`config.mk`:
```
export PLATFORM = sky130hd
export DESIGN_NAME = flit_vc_receiver
export DESIGN_NICKNAME = d
export VERILOG_FILES = /design/src/rtl/connect_flit_pkg.sv /design/src/rtl/flit_vc_fifo.sv /design/src/rtl/flit_vc_receiver.sv
export SDC_FILE = /design/constraint.sdc
export NUM_CORES = 1
export LEC_CHECK = 0
export ABC_AREA = 1
export CORE_ASPECT_RATIO = 1.75
export CORE_MARGIN = 2
export CORE_UTILIZATION = 45
export CTS_BUF_LIST = sky130_fd_sc_hd__clkbuf_4 sky130_fd_sc_hd__clkbuf_8 sky130_fd_sc_hd__clkbuf_16
export CTS_CLUSTER_SIZE = 8
export DETAILED_ROUTE_END_ITERATION = 10
export PLACE_DENSITY = 0.69
export SYNTH_ARGS = -nofsm -noshare
export SYNTH_HDL_FRONTEND = slang
export SYNTH_SLANG_ARGS = --single-unit
export TNS_END_PERCENT = 1
```
`constraint.sdc`:
```
create_clock -name CLK_NOC -period 2.25 [get_ports CLK_NOC]
set_input_delay 0.45 -clock CLK_NOC [delete_from_list [all_inputs] [get_ports CLK_NOC]]
set_output_delay 0.45 -clock CLK_NOC [all_outputs]
set_load 0.03 [all_outputs]
```
`src/rtl/connect_flit_pkg.sv`:
```
// rtl/connect_flit_pkg.sv - shared flit/VC/credit types and field offsets for the flit link
// Defaults for FLIT_WIDTH, FLIT_BUFFER_DEPTH, DEST_BITS and VC_BITS apply only when the build does not supply them.
// Flit layout: [FLIT_WIDTH-1] valid, [FLIT_WIDTH-2] tail, then DEST_BITS destination, then VC_BITS VC, then payload.
`timescale 1ns/1ps
`ifndef FLIT_WIDTH
`define FLIT_WIDTH 16
`endif
`ifndef FLIT_BUFFER_DEPTH
`define FLIT_BUFFER_DEPTH 4
`endif
`ifndef DEST_BITS
`define DEST_BITS 4
`endif
`ifndef VC_BITS
`define VC_BITS 1
`endif

package connect_flit_pkg;

    typedef logic [`VC_BITS-1:0]    vc_t;
    typedef logic [`FLIT_WIDTH-1:0] flit_t;

    localparam int FLIT_VALID_BIT = `FLIT_WIDTH - 1;
    localparam int FLIT_TAIL_BIT  = `FLIT_WIDTH - 2;
    localparam int FLIT_VC_LSB    = `FLIT_WIDTH - 2 - `DEST_BITS - `VC_BITS;

    typedef struct packed {
        logic valid;
        vc_t  vc;
    } credit_t;

endpackage

```
`src/rtl/flit_vc_fifo.sv`:
```
// rtl/flit_vc_fifo.sv - single-VC circular flit buffer
// Ports: clk_i, rst_i (async, active-high), push_i/wdata_i write side, pop_i read side,
// rdata_o head flit, count_o occupancy (0..DEPTH), full_o.
// A push while full is dropped unless a pop happens in the same cycle; the caller only pops when non-empty.
`timescale 1ns/1ps
module flit_vc_fifo #(
    parameter int DEPTH = 4,
    parameter int WIDTH = 16
) (
    input  logic                       clk_i,
    input  logic                       rst_i,
    input  logic                       push_i,
    input  logic                       pop_i,
    input  logic [WIDTH-1:0]           wdata_i,
    output logic [WIDTH-1:0]           rdata_o,
    output logic [$clog2(DEPTH):0]     count_o,
    output logic                       full_o
);

    localparam int PW = $clog2(DEPTH);
    localparam int CW = PW + 1;

    logic [WIDTH-1:0] mem_q [DEPTH];
    logic [PW-1:0]    rd_q, rd_d;
    logic [PW-1:0]    wr_q, wr_d;
    logic [CW-1:0]    cnt_q, cnt_d;
    logic             push_ok;

    assign full_o  = (cnt_q == CW'(DEPTH));
    assign count_o = cnt_q;
    assign rdata_o = mem_q[rd_q];
    // A simultaneous pop frees the slot the push needs, so a full buffer still accepts.
    assign push_ok = push_i && (!full_o || pop_i);

    always_comb begin
        rd_d  = rd_q;
        wr_d  = wr_q;
        cnt_d = cnt_q;
        if (push_ok) wr_d = wr_q + 1'b1;
        if (pop_i)   rd_d = rd_q + 1'b1;
        if (push_ok && !pop_i)      cnt_d = cnt_q + 1'b1;
        else if (!push_ok && pop_i) cnt_d = cnt_q - 1'b1;
    end

    always_ff @(posedge clk_i or posedge rst_i) begin
        if (rst_i) begin
            rd_q  <= '0;
            wr_q  <= '0;
            cnt_q <= '0;
        end else begin
            rd_q  <= rd_d;
            wr_q  <= wr_d;
            cnt_q <= cnt_d;
        end
    end

    // Storage is deliberately not reset.
    always_ff @(posedge clk_i) begin
        if (push_ok) mem_q[wr_q] <= wdata_i;
    end

endmodule

```
`src/rtl/flit_vc_receiver.sv`:
```
// rtl/flit_vc_receiver.sv - credit-based flit link receiver with per-VC buffers and round-robin output
// Ports: CLK_NOC, RST (async, active-high); recv_putFlit_flit_in/EN_recv_putFlit flit input;
// send_getCredits registered credit {valid, vc}; deq_flit/deq_vc/deq_valid/deq_ready output port;
// overflow_err sticky drop flag.
// Optional feature macro FLIT_RX_PACKET_LOCK_EN: grant held from first popped flit of a packet until its tail pops.
`timescale 1ns/1ps
module flit_vc_receiver #(
    parameter int NUM_VCS    = 2,
    parameter int DEPTH      = `FLIT_BUFFER_DEPTH,
    parameter int FLIT_WIDTH = `FLIT_WIDTH,
    parameter int TAIL_BIT   = FLIT_WIDTH - 2,
    parameter int VC_LSB     = FLIT_WIDTH - 2 - `DEST_BITS - `VC_BITS
) (
    input  logic                  CLK_NOC,
    input  logic                  RST,
    input  logic [FLIT_WIDTH-1:0] recv_putFlit_flit_in,
    input  logic                  EN_recv_putFlit,
    output logic [`VC_BITS:0]     send_getCredits,
    output logic [FLIT_WIDTH-1:0] deq_flit,
    output logic [`VC_BITS-1:0]   deq_vc,
    output logic                  deq_valid,
    input  logic                  deq_ready,
    output logic                  overflow_err
);

    import connect_flit_pkg::*;

`ifdef FLIT_RX_PACKET_LOCK_EN
    localparam bit LOCK_EN = 1'b1;
`else
    localparam bit LOCK_EN = 1'b0;
`endif

    localparam int CW = $clog2(DEPTH) + 1;

    logic                  push_fire, pop_fire, release_gnt;
    vc_t                   in_vc;
    vc_t                   gnt_q, gnt_d, scan_vc;
    logic                  lock_q, lock_d;
    logic                  ovf_q, ovf_d;
    credit_t               credit_q, credit_d;
    logic [NUM_VCS-1:0]    push_v, pop_v, full_v;
    logic [CW-1:0]         cnt   [NUM_VCS];
    logic [FLIT_WIDTH-1:0] head  [NUM_VCS];

    assign push_fire = EN_recv_putFlit && recv_putFlit_flit_in[FLIT_WIDTH-1];
    assign in_vc     = recv_putFlit_flit_in[VC_LSB +: `VC_BITS];

    // Output port is a pure function of registered state.
    assign deq_vc    = gnt_q;
    assign deq_flit  = head[gnt_q];
    assign deq_valid = (cnt[gnt_q] != '0);
    assign pop_fire  = deq_valid && deq_ready;

    genvar v;
    generate
        for (v = 0; v < NUM_VCS; v++) begin : g_vc
            assign push_v[v] = push_fire && (in_vc == vc_t'(v));
            assign pop_v[v]  = pop_fire && (gnt_q == vc_t'(v));

            flit_vc_fifo #(
                .DEPTH (DEPTH),
                .WIDTH (FLIT_WIDTH)
            ) u_fifo (
                .clk_i   (CLK_NOC),
                .rst_i   (RST),
                .push_i  (push_v[v]),
                .pop_i   (pop_v[v]),
                .wdata_i (recv_putFlit_flit_in),
                .rdata_o (head[v]),
                .count_o (cnt[v]),
                .full_o  (full_v[v])
            );
        end
    endgenerate

    // A pop releases the grant (only on a tail pop when locking); an empty granted VC
    // is abandoned unless a packet holds the lock.
    always_comb begin
        if (pop_fire) release_gnt = !LOCK_EN || deq_flit[TAIL_BIT];
        else          release_gnt = !deq_valid && !(LOCK_EN && lock_q);
    end

    always_comb begin
        lock_d = lock_q;
        if (LOCK_EN && pop_fire) lock_d = !deq_flit[TAIL_BIT];
    end

    // Walk offsets high to low so the nearest non-empty VC after gnt wins.
    always_comb begin
        gnt_d   = gnt_q;
        scan_vc = gnt_q;
        if (release_gnt) begin
            for (int i = NUM_VCS - 1; i >= 1; i--) begin
                scan_vc = gnt_q + vc_t'(i);
                if (cnt[scan_vc] != '0) gnt_d = scan_vc;
            end
        end
    end

    always_comb begin
        credit_d.valid = pop_fire;
        credit_d.vc    = pop_fire ? gnt_q : '0;
    end

    // Same-VC pop in this cycle makes room, so that case is not an overflow.
    assign ovf_d = ovf_q
                 | (push_fire && full_v[in_vc] && !(pop_fire && (gnt_q == in_vc)));

    always_ff @(posedge CLK_NOC or posedge RST) begin
        if (RST) begin
            gnt_q    <= '0;
            lock_q   <= 1'b0;
            ovf_q    <= 1'b0;
            credit_q <= '0;
        end else begin
            gnt_q    <= gnt_d;
            lock_q   <= lock_d;
            ovf_q    <= ovf_d;
            credit_q <= credit_d;
        end
    end

    assign send_getCredits = credit_q;
    assign overflow_err    = ovf_q;

endmodule

```
### Yosys cells after proc, flatten, opt, wreduce, memory -nomap -nowiden

Memories as Yosys holds them, arrays and structs flattened.
Index checks and enable logic that the tools add are counted.

* bits in registers: 18
* memory bits (writable): 128
* input bits: 20
* output and inout port bits: 21
* memories: 2

Memory list
* g_vc[0].u_fifo.mem_q: depth 4, bits a word 16, rd ports 1, clocked after memory_dff 0, wr ports 1, RTL line flit_vc_fifo.sv:23 `logic [WIDTH-1:0] mem_q [DEPTH];`
* g_vc[1].u_fifo.mem_q: depth 4, bits a word 16, rd ports 1, clocked after memory_dff 0, wr ports 1, RTL line flit_vc_fifo.sv:23

* $add $sub $neg: 9
* order comparisons: 3
* equality and inequality tests: 3
* multiplexer cells: 21
* bitwise logic cells: 5
* reductions and logical operators: 30

Operators with widths (count)
* $mux 16: 3
* $mux 3: 10
* $logic_and 1x1->1: 15
* $add 2x1->2 const B: 4
* $logic_not 1->1: 8
* $mux 1: 8
* $add 3x1->3 const B: 2
* $eq 3x3->1 const B: 2
* $reduce_bool 3->1: 2
* $sub 3x1->3 const B: 2
* $ge 2x2->1 const B: 2
* $not 1->2: 2
* $reduce_bool 2->1: 2
* $logic_or 1x1->1: 2
* $lt 1x2->1 const B: 1
* $not 1->1: 2
* $reduce_and 2->1: 1
* $add 1x1->1 const B: 1
* $eq 1x1->1: 1
* $or 1x1->1: 1

### Logic depth before layout (Yosys ltp)

* word-level depth: 13
* depth in mapped cells: 12
* mapped depth without buffers: 12

### By module

Synthesis repeated with hierarchy kept, for this count alone.

* cell total of the unflattened synthesis: 580
* area total of the unflattened synthesis: 6755.2 um2

Modules (own cells, without submodules)
* flit_vc_fifo: times used 2, cells each 240, area each 3125.5 um2, sequential area each 2097.0 um2
* flit_vc_receiver: times used 1, cells each 100, area each 504.2 um2, sequential area each 100.1 um2

### Worst setup path after synthesis

OpenSTA, ideal clock, no wires.

* path kind: register to register
* start: register gnt_q, in the netlist deq_vc
* end: register g_vc[0].u_fifo.cnt_q[1]
* setup time: 0.125 ns
* arrival: 1.941 ns
* path slack: 0.184 ns
* stages on the path, launching flop included: 10
* path buffers: 0
* period minus slack after synthesis: 2.066 ns
* cell sequence: dfrtp_1 inv_1 nand3_2 nand2_1 nand2_2 inv_1 ha_1 inv_1 fa_1 mux2_2

* elaborated cells on any way between the ends: 16
* classes of those cells: mux: 4; bitwise: 2; reduce/logical: 10

RTL lines
* from (decl): RTL line flit_vc_receiver.sv:38 `vc_t gnt_q, gnt_d, scan_vc;`
* from (signal assigned): RTL line flit_vc_receiver.sv:117 `gnt_q <= gnt_d;`
* $not 1->2 (not written as such): RTL line flit_vc_receiver.sv:52 `assign deq_valid = (cnt[gnt_q] != '0);`
* $mux 3 (not written as such) (3 in series): RTL line flit_vc_receiver.sv:52
* $reduce_bool 3->1: RTL line flit_vc_receiver.sv:52
* $logic_and 1x1->1: RTL line flit_vc_receiver.sv:53 `assign pop_fire = deq_valid && deq_ready;`
* $logic_and 1x1->1 *: RTL line flit_vc_receiver.sv:59 `assign pop_v[v] = pop_fire && (gnt_q == vc_t'(v));`
* $logic_or 1x1->1 *: RTL line flit_vc_fifo.sv:33 `assign push_ok = push_i && (!full_o || pop_i);`
* $logic_and 1x1->1 *: RTL line flit_vc_fifo.sv:33
* net g_vc[0].u_fifo.push_ok: RTL line flit_vc_fifo.sv:27 `logic push_ok;`
* $logic_and 1x1->1 *: RTL line flit_vc_fifo.sv:41 `if (push_ok && !pop_i) cnt_d = cnt_q + 1'b1;`
* $mux 3 *: RTL line flit_vc_fifo.sv:41
* net g_vc[0].u_fifo.cnt_d[1]: RTL line flit_vc_fifo.sv:26 `logic [CW-1:0] cnt_q, cnt_d;`
* to (signal assigned): RTL line flit_vc_fifo.sv:53 `cnt_q <= cnt_d;`
* to (decl): RTL line flit_vc_fifo.sv:26

The timed path passes the listed nets; every way through them passes the cells marked *. The select of a mux whose other input is x is not followed.
A chain may end at the register's enable or synchronous reset.

### Worst setup path after layout

* start: register g_vc[0].u_fifo.rd_q[0]
* end: output port deq_flit[1]

* longest elaborated chain between the ends: 4

Ends and longest elaborated chain
* from (decl): RTL line flit_vc_fifo.sv:24 `logic [PW-1:0] rd_q, rd_d;`
* from (signal assigned): RTL line flit_vc_fifo.sv:51 `rd_q <= rd_d;`
* $mem_v2 4x16
* $mux 16 (not written as such) (3 in series): RTL line flit_vc_receiver.sv:51 `assign deq_flit = head[gnt_q];`
* to (decl): RTL line flit_vc_receiver.sv:19 `output logic [FLIT_WIDTH-1:0] deq_flit,`

No other way between the ends. The select of a mux whose other input is x is not followed.

==> impl_metrics.sql <==
INSERT INTO impl_metrics (metric_group, metric, value, unit) VALUES
('outcome', 'outcome', 'complete, but fails checks', ''),
('outcome', 'failed_checks', 'negative setup slack', ''),
('synthesis', 'netlist_instances', '499', ''),
('timing', 'report.final.slew_viol_count', '0', ''),
('die', 'area_of_the_die', '14600', 'um2'),
('die', 'rows', '56', ''),
('die', 'chipHeight', '158', 'um'),
('placed_design', 'io_buffers', '40', ''),
('timing', 'final_critical_path_setup_slack', '-30.7', 'ps'),
('die', 'pin_count', '41', ''),
('synthesis', 'nets_in_the_synthesized_netlist', '531', ''),
('synthesis', 'synth.area.top_cells', 'edfxtp_1, dfrtp_1, o21ai_0', ''),
('pwr', 'vdd.ir_drop.worst', '0.926', 'mV'),
('setup_path', 'worst-setup-path-type', 'flip-flop to primary output', ''),
('run', 'count_of_maximum_capacitance_violations', '0', ''),
('timing', 'post-route-min-period', '2280', 'ps'),
('clock_tree', 'worstSkewPairLatency', '420', 'ps'),
('setup_path', 'timing.rr.start', 'g_vc[0].u_fifo.count_o[0]$_DFFE_PP0P_', ''),
('placed_design', 'numPlacedInstances', '722', ''),
('die', 'die_width', '92.1', 'um'),
('setup_path', 'crit_required', '1800', 'ps'),
('setup_path', 'crit_path_cell_trace', 'buf_12 > nor2_1 > nor2_1 > o21ai_0 > o21ai_0 > nand2_1 > nand2_1 > buf_6', ''),
('synthesis', 'synth_cell_types', '27', ''),
('synthesis', 'ys_warn_count', '0', ''),
('setup_path', 'path_delay_family', 'flip-flops', ''),
('synthesis', 'synth-main-ff-cell', 'edfxtp_1', ''),
('global_route', 'antenna_violations_before_repair', '0', ''),
('synthesis', 'synthDominantCellAreaShare', '0.628', ''),
('setup_path', 'worst_setup_path_end_kind', 'primary output', ''),
('setup_path', 'critical_path.max_stage_delay', '460', 'ps'),
('placed_design', 'gp_congestion', '0.767', ''),
('cells_and_area', 'layout-drive-gt1-share', '0.227', ''),
('synthesis', 'synth_top_area_cell', 'edfxtp_1', ''),
('clock_tree', 'clock_tree.htree_level_count', '4', ''),
('setup_path', 'ff2ff_setup_slack', '180', 'ps'),
('setup_path', 'worstPathBufferInverterCount', '2', ''),
('timing', 'hold_viol', '0', ''),
('cells_and_area', 'finalNonFillerCells', '755', ''),
('placed_design', 'postPlaceCellArea', '6930', 'um2'),
('clock_tree', 'cts.repair_timing.setup_buffer_count', '0', ''),
('setup_path', 'worst-path-max-fanout', '31', ''),
('cells_and_area', 'flow.area_growth_from_synthesis', '26.1', '%'),
('cells_and_area', 'antenna_cells_inserted', '0', ''),
('hold_path', 'min-delay-path-class', 'input pin to async pin', ''),
('die', 'initial_utilization', '0.460', ''),
('clock_tree', 'cts-root-to-sink-buffers', '2', ''),
('global_route', 'total_grt_overflow', '0', ''),
('pwr', 'power.leakage', '2.86', 'nW'),
('global_route', 'grt_start_max_net_pins', '33', ''),
('global_route', 'grt_first_pass_wirelength', '20800', 'um'),
('setup_path', 'critPathSlowestCell', 'dfrtp_2', ''),
('detailed_routing', 'drt-pass1-iter-count', '5', ''),
('detailed_routing', 'route.antenna.remaining_nets', '0', ''),
('setup_path', 'worst_r2r_path_depth', '8', ''),
('synthesis', 'seq_area_frac_synth', '0.702', ''),
('setup_path', 'critPathLaunchType', 'flip-flop', ''),
('die', 'fp.coreArea', '13300', 'um2'),
('timing', 'timing.slew.headroom', '0.519', ''),
('synthesis', 'netlist_top_cells_count', 'edfxtp_1, nand2_1, nor2_1', ''),
('cells_and_area', 'fin_area', '7710', 'um2'),
('synthesis', 'synth.cell_area', '6120', 'um2'),
('timing', 'timing.final.setup_violations', '1', ''),
('clock_tree', 'cts_tree', 'done', ''),
('timing', 'tightestPinTransition', '721', 'ps'),
('timing', 'maxClockFrequency', '0.438', 'GHz'),
('pwr', 'pwr_density_cell', '1380', 'nW/um2'),
('timing', 'min_period_over_period', '1.01', ''),
('synthesis', 'number_of_storage_elements_in_the_synthesis_netlist', '146', ''),
('setup_path', 'worstReg2RegEnd', 'g_vc[0].u_fifo.count_o[1]$_DFFE_PP0P_', ''),
('timing', 'worst_clk_skew', '9.87', 'ps'),
('clock_tree', 'clk_pin_slew', '60', 'ps');
[registers in the layout, indices dropped and copies added, names as in the netlist]
signal,flops
send_getCredits,2
g_vc.u_fifo.count_o,6
g_vc.u_fifo.mem_q,128
overflow_err,1
g_vc.u_fifo.rd_q,4
g_vc.u_fifo.wr_q,4
deq_vc,1
[cell type report]
class,instances,area [um2]
clock buffers,20,448
clock inverters,11,139
fillers,1083,5600
inverters,28,118
multi-input cells,303,1650
flip-flops and latches,146,4300
well taps,174,218
repair buffers,73,846
[how the worst max path moves through the flow]
stage                                       start                               endpoint  slack, ps  cells past startpoint
3_5_place_dp             recv_putFlit_flit_in[15]  g_vc[0].u_fifo.count_o[2]$_DFFE_PP0P_       -270                     11
4_1_cts        g_vc[0].u_fifo.rd_q[0]$_DFFE_PP0P_                            deq_flit[1]        -60                      7
3_3_place_gp             recv_putFlit_flit_in[15]  g_vc[0].u_fifo.count_o[2]$_DFFE_PP0P_       -230                     11
5_1_grt        g_vc[1].u_fifo.rd_q[0]$_DFFE_PP0P_                            deq_flit[9]        -90                      7
6_report       g_vc[0].u_fifo.rd_q[0]$_DFFE_PP0P_                            deq_flit[1]        -30                      8
2_1_floorplan                  deq_vc$_DFFE_PP0P_  g_vc[0].u_fifo.count_o[1]$_DFFE_PP0P_        180                      9
[what timing repair did]
action,in CTS,in global routing
pin swaps,1,4
gates cloned,1,1
endpoints found under the setup margin,17,17
gates resized for setup,22,45
[metal layers]
metal | wire [um] | part of all wire | global-route usage
met1 | 4850 | 0.36 | 0.197
met2 | 7420 | 0.55 | 0.367
met3 | 785 | 0.058 | 0.0506
met4 | 446 | 0.033 | 0.102
met5 | 0 | 0 | 0
[power breakdown]
part / internal (mW) / total [mW] / switching [mW] / leakage (nW)
Clock: 1.76 / 2.76 / 1.00 / 0.291
Combinational: 1.75 / 4.39 / 2.64 / 1.21
Sequential: 3.24 / 3.47 / 0.228 / 1.36
Total: 6.75 / 10.6 / 3.87 / 2.86
[placed cells by master (no fill, tap or decap), types with 4 or more instances in the layout]
master,Yosys,final
clkinv_2,0,4
buf_12,0,12
buf_4,4,18
nand2_1,72,62
dfrtp_1,18,15
o21ai_2,0,5
inv_1,27,26
edfxtp_1,128,128
o21ai_1,25,31
or2_1,10,10
o21ai_0,57,46
o211ai_1,16,16
nand3_1,7,7
clkbuf_16,0,18
nor2_1,61,57
or2_2,22,22
nand2_2,3,13
buf_6,1,17
nor2_2,0,4
clkdlybuf4s50_1,0,23
xor2_1,6,6
ha_1,10,10
[metrics by stage]
| step | hold slack [ps] | power [mW] | setup TNS, ps | utilization |
|---|---|---|---|---|
| CTS | 470 | 10.3 | -179 | 0.569 |
| global route | 500 | 11.2 | -612 | 0.579 |
| detailed placement | 465 | 7.43 | -871 | 0.520 |
| global placement | 451 | 7.27 | -665 | 0.520 |
| floorplan | 389 | 5.99 | 0 | - |
| finish | 448 | 10.6 | -30.7 | 0.579 |
[kinds of logic after synthesis]
family / count (synthesis) / synth area share
AND/OR/NAND/NOR: 181 / 0.130
flip-flops: 146 / 0.702
buffers and inverters: 50 / 0.0376
multiplexers: 2 / 0.00368
adder cells (fa/ha/maj): 12 / 0.0270
AO/OA/AOI/OAI: 100 / 0.0883
XOR/XNOR: 8 / 0.0115
[worst register-to-register path: cells and delay by family (launching register included)]
kind	cells	cell delay, ps
simple gates	3	510
mux	1	270
fa+ha+maj	2	590
buf+inv	2	140
flops	1	440
No activity file was read; power rests on OpenSTA's default activity.
